<file path="config.mk">
export PLATFORM = sky130hd
export DESIGN_NAME = mp_add_seq
export DESIGN_NICKNAME = d
export VERILOG_FILES = /design/src/rtl/mp_add_pkg.sv /design/src/rtl/adder_8bit.sv /design/src/rtl/mp_add_seq.sv
export SDC_FILE = /design/constraint.sdc
export NUM_CORES = 1
export LEC_CHECK = 0
export ABC_AREA = 1
export CAP_MARGIN = 15
export CORE_AREA = 8 8 107 109
export CTS_CLUSTER_DIAMETER = 50
export DETAILED_ROUTE_END_ITERATION = 12
export DIE_AREA = 0 0 115 117
export GPL_TIMING_DRIVEN = 0
export PLACE_DENSITY = 0.78
export SLEW_MARGIN = 10
export SYNTH_ARGS = -nofsm -noshare
export SYNTH_HDL_FRONTEND = slang
export SYNTH_SLANG_ARGS = --single-unit
export TNS_END_PERCENT = 100
</file>
<file path="constraint.sdc">
create_clock -name clk -period 3.4 [get_ports clk]
set_clock_uncertainty 0.2 [all_clocks]
set_input_delay 0.68 -clock clk [delete_from_list [all_inputs] [get_ports clk]]
set_output_delay 0.68 -clock clk [all_outputs]
set_load 0.02 [all_outputs]
</file>
<file path="src/rtl/mp_add_pkg.sv">
// Shared types and constants for the multi-precision add sequencer.
// Byte width, legal operand-size bounds and the sequencer state encoding.
package mp_add_pkg;

    typedef enum logic [1:0] {
        IDLE,
        RUN,
        DONE
    } state_t;

    localparam int BYTE_W = 8;
    localparam int NB_MIN = 1;
    localparam int NB_MAX = 16;

endpackage

</file>
<file path="src/rtl/adder_8bit.sv">
// Plain 8-bit ripple adder with carry in and carry out.
// Shared byte-slice adder reused by the multi-precision sequencer.
module adder_8bit
    import mp_add_pkg::*;
(
    input  logic [BYTE_W-1:0] a,
    input  logic [BYTE_W-1:0] b,
    input  logic              cin,
    output logic [BYTE_W-1:0] sum,
    output logic              cout
);

    assign {cout, sum} = {1'b0, a} + {1'b0, b} + {{BYTE_W{1'b0}}, cin};

endmodule

</file>
<file path="src/rtl/mp_add_seq.sv">
// Multi-precision adder: one shared 8-bit adder walks the operands
// LSB byte first, chaining the carry through a register.
module mp_add_seq
    import mp_add_pkg::*;
#(
    parameter int NBYTES = 4
) (
    input  logic                     clk,
    input  logic                     rst_n,
    input  logic                     in_valid,
    output logic                     in_ready,
    input  logic [BYTE_W*NBYTES-1:0] a,
    input  logic [BYTE_W*NBYTES-1:0] b,
    input  logic                     cin,
    output logic                     out_valid,
    input  logic                     out_ready,
    output logic [BYTE_W*NBYTES-1:0] sum,
    output logic                     cout
);

    localparam int IW = (NBYTES > 1) ? $clog2(NBYTES) : 1;
    localparam logic [IW-1:0] LAST = IW'(NBYTES - 1);

    generate
        if (NBYTES < NB_MIN || NBYTES > NB_MAX) begin : g_bad_nbytes
            $error("mp_add_seq: NBYTES out of range");
        end
    endgenerate

    state_t                         state;
    logic [IW-1:0]                  idx;
    logic                           cy;
    logic [NBYTES-1:0][BYTE_W-1:0]  ar;
    logic [NBYTES-1:0][BYTE_W-1:0]  br;
    logic [NBYTES-1:0][BYTE_W-1:0]  sr;
    logic [BYTE_W-1:0]              s_byte;
    logic                           c_byte;

    adder_8bit u_add (
        .a    (ar[idx]),
        .b    (br[idx]),
        .cin  (cy),
        .sum  (s_byte),
        .cout (c_byte)
    );

    assign in_ready  = (state == IDLE);
    assign out_valid = (state == DONE);
    assign sum       = sr;
    assign cout      = cy;

    always_ff @(posedge clk or negedge rst_n) begin
        if (!rst_n) begin
            state <= IDLE;
            idx   <= '0;
            cy    <= 1'b0;
            ar    <= '0;
            br    <= '0;
            sr    <= '0;
        end else begin
            unique case (state)
                IDLE: begin
                    if (in_valid) begin
                        ar    <= a;
                        br    <= b;
                        cy    <= cin;
                        idx   <= '0;
                        state <= RUN;
                    end
                end
                RUN: begin
                    sr[idx] <= s_byte;
                    cy      <= c_byte;
                    // idx holds at the top byte so it never leaves range
                    if (idx == LAST) begin
                        state <= DONE;
                    end else begin
                        idx <= idx + 1'b1;
                    end
                end
                DONE: begin
                    if (out_ready) begin
                        state <= IDLE;
                    end
                end
                default: state <= IDLE;
            endcase
        end
    end

endmodule

</file>
==> metrics.yaml, run 1 <==
logic_synthesis:
  yosys-top-cells-area: "dfrtp_1 (53%), nand2_1 (22%), o21ai_0 (3.6%)"
  yosysWarnings: 0
  synth_edf_count: 0
  ys_async_sr_fraction: 1.000
  synth_nets: 665
  syn_avg_cell_area_sq_um: 8.237
  synth_top_area_frac: 0.5263
  yosysUniqueCellTypes: 34
  synth_area_sq_um: 4802
  synth_ff_type: "dfrtp_1"
  ys_ff_latch: 101
  ys_seq_area_frac: 0.5263
  synthCells: 583
  synth.largest_area_cell: "dfrtp_1"
clock_network:
  clock_latency_ps: 360
  path_clk_slew_ps: 90
  clkSinkCount: 101
  cts_setup_buffers: 0
  cts_hold_buffers: 0
  clockBufferDepth: 2
  htreeDepth: 3
  root_buffer: "clkbuf_8"
  cts_tree: "done"
  cts_buffers: 9
  cts_resized: 0
timing:
  slew_headroom: 0.6143
  hold_slack_ps: 110.0
  report.final.slew_viol_count: 0
  tightest_slew_ps: 578.6
  hold_viol: 0
  fin_crit_sh: 0.9289
  fin_ws_ps: 241.9
  setup_viol: 0
  fin_crit_ps: 3158
  rsz0062_at_grt: "no"
  max_freq_ghz: 0.3166
final_layout:
  drive_gt1_frac: 0.07966
  diodes: 0
  fin_nets: 780
  syn_to_final_growth_pct: 29.36
  final_common_cell: "nand2_1"
  finish.utilization: 0.6271
  final_cell_area_sq_um: 6212
  final_cell_mix: "nand2_1 (278), clkdlybuf4s50_1 (102), dfrtp_1 (101)"
floorplan:
  die_area_sq_um: 13460
  die_h_um: 117
  initial_utilization: 0.4847
  dieWidth_um: 115
  core_area_sq_um: 9907
  io_pins: 104
  rows: 37
pwr:
  comb_power_share: 0.579
  vdd_drop_max_v: 0.0004283
  power_density_nw_per_um2: 1092
  p_sw_uw: 3191
  p_clk_frac: 0.105
  p_int_uw: 3593
  p_sw_frac: 0.4704
  leakage_uw: 0.003137
  power_frac_seq: 0.315
critical_path:
  crit_chain: "clkbuf_2 > inv_2 > clkbuf_1 > o21ai_0 > o22ai_1 > fa_1 > inv_1 > fa_1 > inv_1 > nand2_1 > nand2_1 > nand3_1 > nand2_1 > nand2_1 > nand3_1 > nand2_1"
  worst_path_max_delay_cell: "dfrtp_1"
  path_delay_family: "buffers and inverters"
  cpMostUsedCell: "nand2_1"
  cp_slowest_stage_delay_ps: 420
  arrival_ps: 3210
  path_buf_inv: 5
  start_kind: "flop"
  critPathMaxFanout: 10
  cp_data_required_time_ps: 3460
  r2r_start: "idx[0]"
  startpoint: "idx[0]"
  reg2reg_slack_ps: 240
  path_class: "flop to flop"
  end_kind: "flop"
global_routing:
  grt_max_degree: 59
  grt-ovfl-total: 0
  antenna_found_initial: 0
  grt_pass1_vias: 4245
  grt_first_pass_wirelength_um: 20150
  grt_use_total: 0.1904
drt:
  route.met3.wl_um: 794
  wl_met1_um: 5462
  routed_via_density: 5.005
  dr_wl_met2_um: 5821
  drt.antenna.violating_nets: 0
  remaining_drc_errors: 0
  wl_per_cell_um: 14.77
  first_iter_violations: 276
  vias: 4199
  highest_layer: "met4"
  drt-total-wl_um: 12390
  firstDrtPassIters: 5
placed_design:
  preCtsSetupSlack_ps: 301.9
  dpl_cell_area_sq_um: 6028
  hpwl_um: 9676
  port-buffer-count: 103
  gp_congestion: 0.9139
status:
  outcome: "finished, final reports clean"
hold_path:
  min_path_type: "input port to async pin"
flow_run:
  max_cap_viol_count: 0
[cell families (layout without fill, tap and decap cells)]
group | count (synthesis) | in the layout | share of synthesized area
adders and majority gates | 13 | 13 | 0.03700
buffers and inverters | 50 | 170 | 0.05549
and+or+nand+nor | 353 | 353 | 0.3025
DFF | 101 | 101 | 0.5263
xor gates and xnor gates | 1 | 1 | 0.001824
AOI/OAI and AO/OA | 65 | 65 | 0.07686
[layout make-up]
type	instances	area [sq um]
inverter	25	93.84
tap	136	170.2
timing repair buffer	104	1056
fill	911	3695
buffer	25	172.7
multi-input combinational	432	2008
clock buffer	10	137.6
sequential	101	2527
clock inverter	6	46.29
[final timing paths]
path / end / cells after the start
max: sum[30] / 16
min: idx[1] / 1
max reg2reg: sum[30] / 16
min reg2reg: br[12] / 2
max in group asynchronous: ar[27] / 2
min in group clk: br[12] / 2
[layer usage]
| layer | up-vias | GRT usage |
|---|---|---|
| met5 | - | 0 |
| met4 | 0 | 0.08144 |
| met3 | 23 | 0.03540 |
| met2 | 151 | 0.3157 |
| met1 | 1954 | 0.2402 |
| li1 | 2071 | - |
[metrics by stage]
step | TNS (ps) | std cells | power (uW)
finish | 0 | 839 | 6784
global route | 0 | 839 | 7353
CTS | 0 | 839 | 6793
detailed placement | 0 | 823 | 6062
global placement | -215860 | 822 | 5925
floorplan | 0 | 583 | 4748
[cell usage after synthesis, types with 5 or more instances]
master,number
nand3_1,27
o22ai_1,14
clkbuf_1,6
nand2_1,278
a21oi_1,5
o21ai_0,35
inv_2,6
buf_2,5
buf_6,6
nor2_1,34
dfrtp_1,101
buf_4,7
ha_1,11
inv_1,19
[sequential cells by signal, summed over array words and instances (netlist names)]
signal  count
ar         32
br         32
cout        1
idx         2
state       2
sum        32
[power groups by stage]
stage | clock network, uW | registers, uW | logic [uW]
global route | 777 | 2200 | 4380
floorplan | 0 | 2270 | 2480
finish | 715 | 2140 | 3930
detailed placement | 0 | 2150 | 3910
CTS | 721 | 2140 | 3940
global placement | 0 | 2140 | 3790
Power figures use the tool's default switching activity.
==> run 2: changes to the inputs <==
--- a/config.mk
+++ b/config.mk
@@ -11,7 +11,6 @@
 export CTS_CLUSTER_DIAMETER = 50
 export DETAILED_ROUTE_END_ITERATION = 12
 export DIE_AREA = 0 0 115 117
-export GPL_TIMING_DRIVEN = 0
 export PLACE_DENSITY = 0.78
 export SLEW_MARGIN = 10
 export SYNTH_ARGS = -nofsm -noshare
==> metrics.yaml, run 2 (synthesis gave the netlist of run 1 again) <==
timing:
  rsz0062_at_grt: "no"
  finalSetupTns_ps: 0  # unchanged
  max_freq_ghz: 0.3640  # +15%
  setup_viol: 0  # unchanged
  report.final.slew_viol_count: 0  # unchanged
  fin_crit_sh: 0.8080  # -0.1208
  slew_headroom: 0.5904  # -0.02392
  tightest_slew_ps: 614.5  # +35.89 ps
  fin_crit_ps: 2747  # -410.8 ps
  hold_viol: 0  # unchanged
critical_path:
  critPathMaxFanout: 21  # +11
  startpoint: "idx[1]"
  end_kind: "flop"
  cpMostUsedCell: "nand2_1"
  worst_path_max_delay_cell: "fa_1"
  cp_data_required_time_ps: 3460  # about the same
  cp_num_cells: 14  # -2
  path_buf_inv: 3  # -2
  path_class: "flop to flop"
  reg2reg_slack_ps: 650  # +410 ps
  r2r_start: "idx[1]"
  cp_slowest_stage_delay_ps: 400  # -20 ps
  crit_chain: "inv_1 > o21ai_0 > o22ai_1 > fa_1 > inv_1 > fa_1 > inv_1 > nand2_1 > nand2_1 > nand3_1 > nand2_1 > nand2_1 > nand3_1 > nand2_1"
  arrival_ps: 2810  # -400 ps
  ff2ff_path_depth: 14  # -2
  start_kind: "flop"
  path_delay_family: "adder cells"
clock_network:
  cts_setup_buffers: 0  # unchanged
  cts_buffers: 9  # unchanged
  htreeDepth: 3  # unchanged
  cts_hold_buffers: 0  # unchanged
  clkSinkCount: 101  # unchanged
  cts_resized: 0  # unchanged
  clockBufferDepth: 2  # unchanged
  clock_latency_ps: 360  # about the same
  cts_tree: "done"
  root_buffer: "clkbuf_8"
  path_clk_slew_ps: 100  # about the same
global_routing:
  grt_max_degree: 66  # +12%
  grt_use_total: 0.1813  # -0.009090
  grt_pass1_vias: 4004  # -5.7%
  antenna_found_initial: 0  # unchanged
  grt_first_pass_wirelength_um: 19290  # -4.3%
  grt-ovfl-total: 0  # unchanged
pwr:
  power_frac_seq: 0.320  # +0.005
  comb_power_share: 0.565  # -0.014
  leakage_uw: 0.003073  # -2.1%
  p_sw_uw: 3115  # -2.4%
  report.power.total_uw: 6699  # -1.3%
  p_int_uw: 3583  # -0.27%
  power_density_nw_per_um2: 1099  # +0.62%
  p_clk_frac: 0.115  # +0.010
  vdd_drop_max_v: 0.0004458  # +4.1%
  p_sw_frac: 0.4651  # -0.005305
final_layout:
  syn_to_final_growth_pct: 26.94
  final_common_cell: "nand2_1"
  final_cell_area_sq_um: 6096  # -1.9%
  fin_nets: 760  # -2.6%
  final_cell_mix: "nand2_1 (278), clkdlybuf4s50_1 (102), dfrtp_1 (101)"
  drive_gt1_frac: 0.06149  # -0.01817
  diodes: 0  # unchanged
  fillers: 885  # -2.9%
placed_design:
  gp_congestion: 0.8810  # -3.6%
  hpwl_um: 8880  # -8.2%
  dpl_cell_area_sq_um: 5898  # -2.2%
  port-buffer-count: 103  # unchanged
drt:
  dr_wl_met2_um: 5283  # -9.2%
  remaining_drc_errors: 0  # unchanged
  wl_met1_um: 5493  # +0.57%
  drt.antenna.violating_nets: 0  # unchanged
  vias: 4106  # -2.2%
  firstDrtPassIters: 5  # unchanged
  drt-total-wl_um: 11690  # -5.6%
  highest_layer: "met4"
  first_iter_violations: 359  # +30%
  wl_per_cell_um: 14.28  # -3.3%
  routed_via_density: 5.013  # +0.17%
  route.met3.wl_um: 708  # -11%
floorplan:
  io_pins: 104  # unchanged
  dieWidth_um: 115  # unchanged
  core_area_sq_um: 9907  # unchanged
  die_h_um: 117  # unchanged
  rows: 37  # unchanged
  initial_utilization: 0.4847  # unchanged
  die_area_sq_um: 13460  # unchanged
flow_run:
  max_cap_viol_count: 0  # unchanged
status:
  outcome: "finished, final reports clean"
hold_path:
  min_path_type: "input port to async pin"
[run 2: cell type report]
class,count,area (sq um),share of cell area
Clock inverter,7,73.82,0.01211
Inverter,25,93.84,0.01539
Sequential cell,101,2527,0.4146
Timing Repair Buffer,109,1099,0.1802
Clock buffer,9,123.9,0.02032
Multi-Input combinational cell,432,2008,0.3294
Tap cell,136,170.2,0.02791
[run 2: power groups by stage]
stage | sequential (uW) | clock, uW | combinational [uW]
finish | 2140 | 770 | 3790
global route | 2200 | 837 | 4260
CTS | 2140 | 780 | 3810
detailed placement | 2160 | 0 | 3790
global placement | 2150 | 0 | 3680
floorplan | 2270 | 0 | 2480
[run 2: stage by stage]
stage / setup WS, ps / std cells / util / hold WS, ps
detailed placement: 654.7 / 803 / 0.5954 / 263.0
CTS: 652.4 / 819 / 0.6153 / 129.9
global route: 232.6 / 819 / 0.6153 / 142.2
finish: 652.7 / 819 / 0.6153 / 112.4
floorplan: 833.8 / 583 / - / 184.4
global placement: 746.8 / 803 / 0.5954 / 261.7
[run 2: worst paths after layout]
kind,to
max,sum[22]
max in group asynchronous,ar[18]
min,state[1]
max reg2reg,sum[22]
min reg2reg,ar[10]
min in group clk,ar[10]
[run 2: metal layers]
layer	GRT usage	vias up
met3	0.04669	15
met4	0.05867	0
li1	-	2040
met2	0.2841	119
met1	0.2413	1932
met5	0	-
